===== src/rtl/updown_sweep_ctrl.sv =====
// -----------------------------------------------------------------------------
// updown_sweep_ctrl
//
// Runs N triangular sweeps lo -> hi -> lo on a WIDTH-bit up/down counter that
// this block owns. It reports completion with a one-cycle done pulse and flags
// a rejected start with a one-cycle err pulse. Bounds and the sweep count are
// latched when a start is accepted, so upstream may change them afterwards.
//
// state | meaning
// ------+---------------------------------------------------------------
// IDLE  | waiting for start; q holds its last value
// UP    | q counting up towards latched hi
// DOWN  | q counting down towards latched lo; a sweep ends at q == lo
//
// Ports
//   clk            rising-edge clock
//   reset_in       asynchronous, active-high reset
//   start_in       launch request, sampled in IDLE only
//   abort_in       synchronous abort back to IDLE (beats pause)
//   pause_in       freezes q, state and sweep count while high
//   lo_in, hi_in   sweep bounds, latched on an accepted start
//   sweeps_in      number of sweeps N, latched on an accepted start
//   q_out          counter value
//   up_down_out    direction, 0 = up, 1 = down (high exactly in DOWN)
//   busy_out       high in UP or DOWN
//   done_out       one-cycle pulse after the last sweep completes
//   err_out        one-cycle pulse when a start is rejected
//   sweep_cnt_out  completed sweeps in the current or last run
// -----------------------------------------------------------------------------
module updown_sweep_ctrl #(
    parameter int WIDTH   = 4,
    parameter int SWEEP_W = 4
) (
    input  logic               clk,
    input  logic               reset_in,
    input  logic               start_in,
    input  logic               abort_in,
    input  logic               pause_in,
    input  logic [WIDTH-1:0]   lo_in,
    input  logic [WIDTH-1:0]   hi_in,
    input  logic [SWEEP_W-1:0] sweeps_in,
    output logic [WIDTH-1:0]   q_out,
    output logic               up_down_out,
    output logic               busy_out,
    output logic               done_out,
    output logic               err_out,
    output logic [SWEEP_W-1:0] sweep_cnt_out
);

    typedef enum logic [1:0] {
        ST_IDLE = 2'd0,
        ST_UP   = 2'd1,
        ST_DOWN = 2'd2
    } state_t;

    localparam logic [WIDTH-1:0]   Q_ONE  = {{(WIDTH-1){1'b0}}, 1'b1};
    localparam logic [SWEEP_W-1:0] SW_ONE = {{(SWEEP_W-1){1'b0}}, 1'b1};

    state_t             state;
    logic [WIDTH-1:0]   lo_lat;
    logic [WIDTH-1:0]   hi_lat;
    logic [SWEEP_W-1:0] n_lat;

    logic               start_ok;
    logic               q_at_hi;
    logic               q_above_lo;
    logic [SWEEP_W-1:0] sweep_cnt_nxt;
    logic               last_sweep;

    // A start needs a non-empty range and at least one sweep.
    assign start_ok      = (lo_in < hi_in) && (sweeps_in != '0);

    // >= rather than == keeps the turn-around safe even if q were ever
    // outside the latched range.
    assign q_at_hi       = (q_out >= hi_lat);
    assign q_above_lo    = (q_out > lo_lat);
    assign sweep_cnt_nxt = sweep_cnt_out + SW_ONE;
    assign last_sweep    = (sweep_cnt_nxt == n_lat);

    always_ff @(posedge clk or posedge reset_in) begin
        if (reset_in) begin
            state         <= ST_IDLE;
            q_out         <= '0;
            up_down_out   <= 1'b0;
            busy_out      <= 1'b0;
            done_out      <= 1'b0;
            err_out       <= 1'b0;
            sweep_cnt_out <= '0;
            lo_lat        <= '0;
            hi_lat        <= '0;
            n_lat         <= '0;
        end else begin
            // Both flags are single-cycle pulses.
            done_out <= 1'b0;
            err_out  <= 1'b0;

            if (abort_in) begin
                // q and sweep count are left as they were, for inspection.
                // In IDLE this also swallows any start in the same cycle.
                if (state != ST_IDLE) begin
                    state       <= ST_IDLE;
                    up_down_out <= 1'b0;
                    busy_out    <= 1'b0;
                end
            end else if (!pause_in) begin
                case (state)
                    ST_IDLE: begin
                        if (start_in) begin
                            if (start_ok) begin
                                lo_lat        <= lo_in;
                                hi_lat        <= hi_in;
                                n_lat         <= sweeps_in;
                                q_out         <= lo_in;
                                sweep_cnt_out <= '0;
                                state         <= ST_UP;
                                up_down_out   <= 1'b0;
                                busy_out      <= 1'b1;
                            end else begin
                                err_out <= 1'b1;
                            end
                        end
                    end

                    ST_UP: begin
                        if (q_at_hi) begin
                            // Turn around without dwelling at hi.
                            q_out       <= hi_lat - Q_ONE;
                            state       <= ST_DOWN;
                            up_down_out <= 1'b1;
                        end else begin
                            q_out <= q_out + Q_ONE;
                        end
                    end

                    ST_DOWN: begin
                        if (q_above_lo) begin
                            q_out <= q_out - Q_ONE;
                        end else begin
                            // q sat at lo for one cycle: that sweep is done.
                            sweep_cnt_out <= sweep_cnt_nxt;
                            up_down_out   <= 1'b0;
                            if (last_sweep) begin
                                state    <= ST_IDLE;
                                busy_out <= 1'b0;
                                done_out <= 1'b1;
                            end else begin
                                q_out <= lo_lat + Q_ONE;
                                state <= ST_UP;
                            end
                        end
                    end

                    default: begin
                        state       <= ST_IDLE;
                        up_down_out <= 1'b0;
                        busy_out    <= 1'b0;
                    end
                endcase
            end
        end
    end

endmodule


===== config.mk =====
export PLATFORM = sky130hd
export DESIGN_NAME = updown_sweep_ctrl
export DESIGN_NICKNAME = d
export VERILOG_FILES = /design/src/rtl/updown_sweep_ctrl.sv
export SDC_FILE = /design/constraint.sdc
export NUM_CORES = 1
export LEC_CHECK = 0
export ABC_AREA = 1
export CAP_MARGIN = 10
export CORE_ASPECT_RATIO = 1.2
export CORE_MARGIN = 4
export CORE_UTILIZATION = 59
export CTS_CLUSTER_SIZE = 12
export DETAILED_ROUTE_END_ITERATION = 10
export PLACE_DENSITY = 0.91
export SYNTH_ARGS = -nofsm -noshare
export SYNTH_HDL_FRONTEND = slang
export SYNTH_SLANG_ARGS = --single-unit

===== constraint.sdc =====
create_clock -name clk -period 2.75 [get_ports clk]
set_input_delay 0.6875 -clock clk [delete_from_list [all_inputs] [get_ports clk]]
set_output_delay 0.6875 -clock clk [all_outputs]
set_load 0.03 [all_outputs]

==> metrics.txt <==
Clock Latency Late Sink 260 ps; total power roughly 2.6 mW; status completed; CP arrival 2440 ps; initial core utilization a little over 60%; # IOs 29; pin count of the biggest net entering global routing 27; core area 3367 sq um; # resized after CTS 0; gr usage total 22.19%; DRC 0; Area Overhead vs Synth 17.81%; cell area after synthesis 2093 sq um; final hold slack 483.9 ps; Critical Path RT 2910 ps; multi-input logic area around 1200 sq um; clock slew at reported path FFs 90 ps; Die Width 62.38 um; VDD IR-drop max slightly above 0.0007 V; WHS Endpoint busy_out; Post-CTS Hold Buffers 0; drt initial violations 127; Yosys cell types 23; Avg Inst Size Synth 7.024 sq um; Final period util about 83%; reg2reg path depth 9; HP Start busy_out; Avg WL per Cell 13.00 um; Worst-Margin Slew 424.5 ps; fillcell total between 200 and 300; Fin Setup TNS 0 ps; Syn. warnings 0; Final Hold Viols 0; synth top area cells dfrtp_1, nand2_1, ha_1; Fmax achieved 437.7 MHz; Final Setup Violations 0; clk_skew about 1.3 ps; RSZ-0062 raised after global routing no; Max Cap Viol 0; P_leak 1.261 nW; RePlAce Congestion slightly above 0.9; Slew Limit Fails 0; worst flop-to-flop path endpoint sweep_cnt_out[2]; vias in the first global route 1964; PortBufs 28; dpl hpwl 3835 um; Seq/Total Area, Yosys 31.08%; drt pass-1 iters 4; CTS tree yes; initial antenna violation count 0; Slowest Stage Delay on Critical Path 480 ps; final wirelength between 4000 and 5000 um; CTS Root Cell clkbuf_8; design area roughly 2500 sq um; FP Rows 23; Crit Reg-Reg Startpoint q_out[0]; CTS sink cnt 26; dominant cell type by area after synthesis dfrtp_1; Routed Antenna Nets 0; flops & latches, synth 26; Die Y 73.25 um; Post-CTS Setup Inserts 0; gr ovfl total 0; vias 2001; Slew headroom 71.70%; CP most frequent cell nand2_1; slowest stage cell on the critical path clkdlybuf4s50_1; critical path type input pin to register; Finished Layout Cells 366; fin crit period ~2300 ps; CP max FO 8; Synth Instances between 200 and 300; Mapped Nets 336; Crit. End Element register; Final nets 368; Post-DP Area ~2400 sq um; hold path cells 2; ant diodes 0; Storage cell area ~650 sq um; share of the synthesized area in the top cell type 31.08%; HP Class register to register; Clock Tree Buf Depth 2; element type at the critical path start input pin; DIE AREA 4569 sq um; CTS H-tree lvls 1; crit path cell chain clkdlybuf4s50_1, inv_1, ha_1, a21oi_1, nand3_2, nand2_1, nand2_2, inv_1, nand2_1, nand2_1, o21ai_1; Placed Cells incl. Taps 362; PD cells 1046 nW/um^2; Num CTS Buffers 3; share of layout cells above drive strength 1 9.726%; reg-to-reg slack, setup approximately 740 ps; first-pass GRT wire length 8349 um; Via density 5.467
-- metal layers --
layer  wire (um)  GRT usage (%)  up-vias
met5           0              0        -
met4         108          7.547        0
met3         197          3.364       14
met2        2471          40.78       58
met1        1980          26.42      910
li1            -              -     1019
-- cell type report --
cell class	instances	area share, %
clock buffers	4	2.232
multi-input cells	220	49.92
inverters	48	7.306
repair buffers	31	12.28
flip-flops and latches	26	26.38
well taps	37	1.877
-- power breakdown --
part	internal, mW	switching, mW	leakage [nW]
Combinational	0.631	0.986	0.898
Sequential	0.532	0.184	0.334
Clock	0.128	0.120	0.0288
Total	1.29	1.29	1.26
-- sequential cells by signal (all words and copies together) (netlist names) --
| register | count |
|---|---|
| done_out | 1 |
| state | 2 |
| n_lat | 4 |
| lo_lat | 4 |
| q_out | 4 |
| sweep_cnt_out | 4 |
| up_down_out | 1 |
| hi_lat | 4 |
| busy_out | 1 |
| err_out | 1 |
-- cells in the mapped netlist, drive strengths merged --
library cell  instances
xor2                  1
o21ai                17
nor4                  1
nand2                96
nor2                 16
nand4                11
dfrtp                26
ha                   21
clkbuf                1
inv                  48
buf                   3
nand3                42
or2                   4
a21oi                 5
nor3                  2
xnor2                 4
-- stage by stage --
step                worst slack [ps]  utilization [%]
finish                         465.4            73.24
global route                   333.5            73.24
CTS                            464.5            73.24
detailed placement             198.9            71.61
global placement               257.8            71.61
floorplan                      800.3                -
-- critical path: cells and delay by family --
| kind | cells | cell delay (ps) |
|---|---|---|
| buffers and inverters | 3 | 600 |
| and+or+nand+nor | 5 | 630 |
| adders and majority gates | 1 | 280 |
| AOI/OAI and AO/OA | 2 | 240 |
-- cell families (layout without fill, tap and decap cells) --
| logic type | after synthesis | count (layout) | synth area share [%] |
|---|---|---|---|
| AOI/OAI and AO/OA | 22 | 22 | 6.873 |
| xor gates and xnor gates | 5 | 5 | 2.092 |
| adders and majority gates | 21 | 21 | 12.55 |
| buffers and inverters | 52 | 83 | 10.10 |
| DFF | 26 | 26 | 31.08 |
| and+or+nand+nor | 172 | 172 | 37.30 |
-- cells in the final DEF (no fill, tap or decap) --
cell type and n:
nand2_1 91, nor2_2 1, o21ai_1 5, inv_1 45, nor2_1 15, inv_2 3
or2_2 4, xor2_1 1, nor3_1 2, buf_4 3, nand3_2 2, xnor2_1 4
o21ai_2 9, nand2_2 5, nand3_1 40, o21ai_0 3, clkbuf_8 4, nand4_1 11
dfrtp_1 26, a21oi_1 5, clkdlybuf4s50_1 28, nor4_4 1, ha_1 21
-- worst max path at each step --
stage,end,start,cells after the start
global placement,sweep_cnt_out[1],hi_in[3],11
floorplan,n_lat[3],hi_in[3],7
detailed placement,sweep_cnt_out[1],hi_in[3],11
CTS,q_out[2],q_out[2],1
global route,sweep_cnt_out[0],hi_in[3],11
finish,sweep_cnt_out[2],hi_in[3],11
Power figures use the tool's default switching activity.
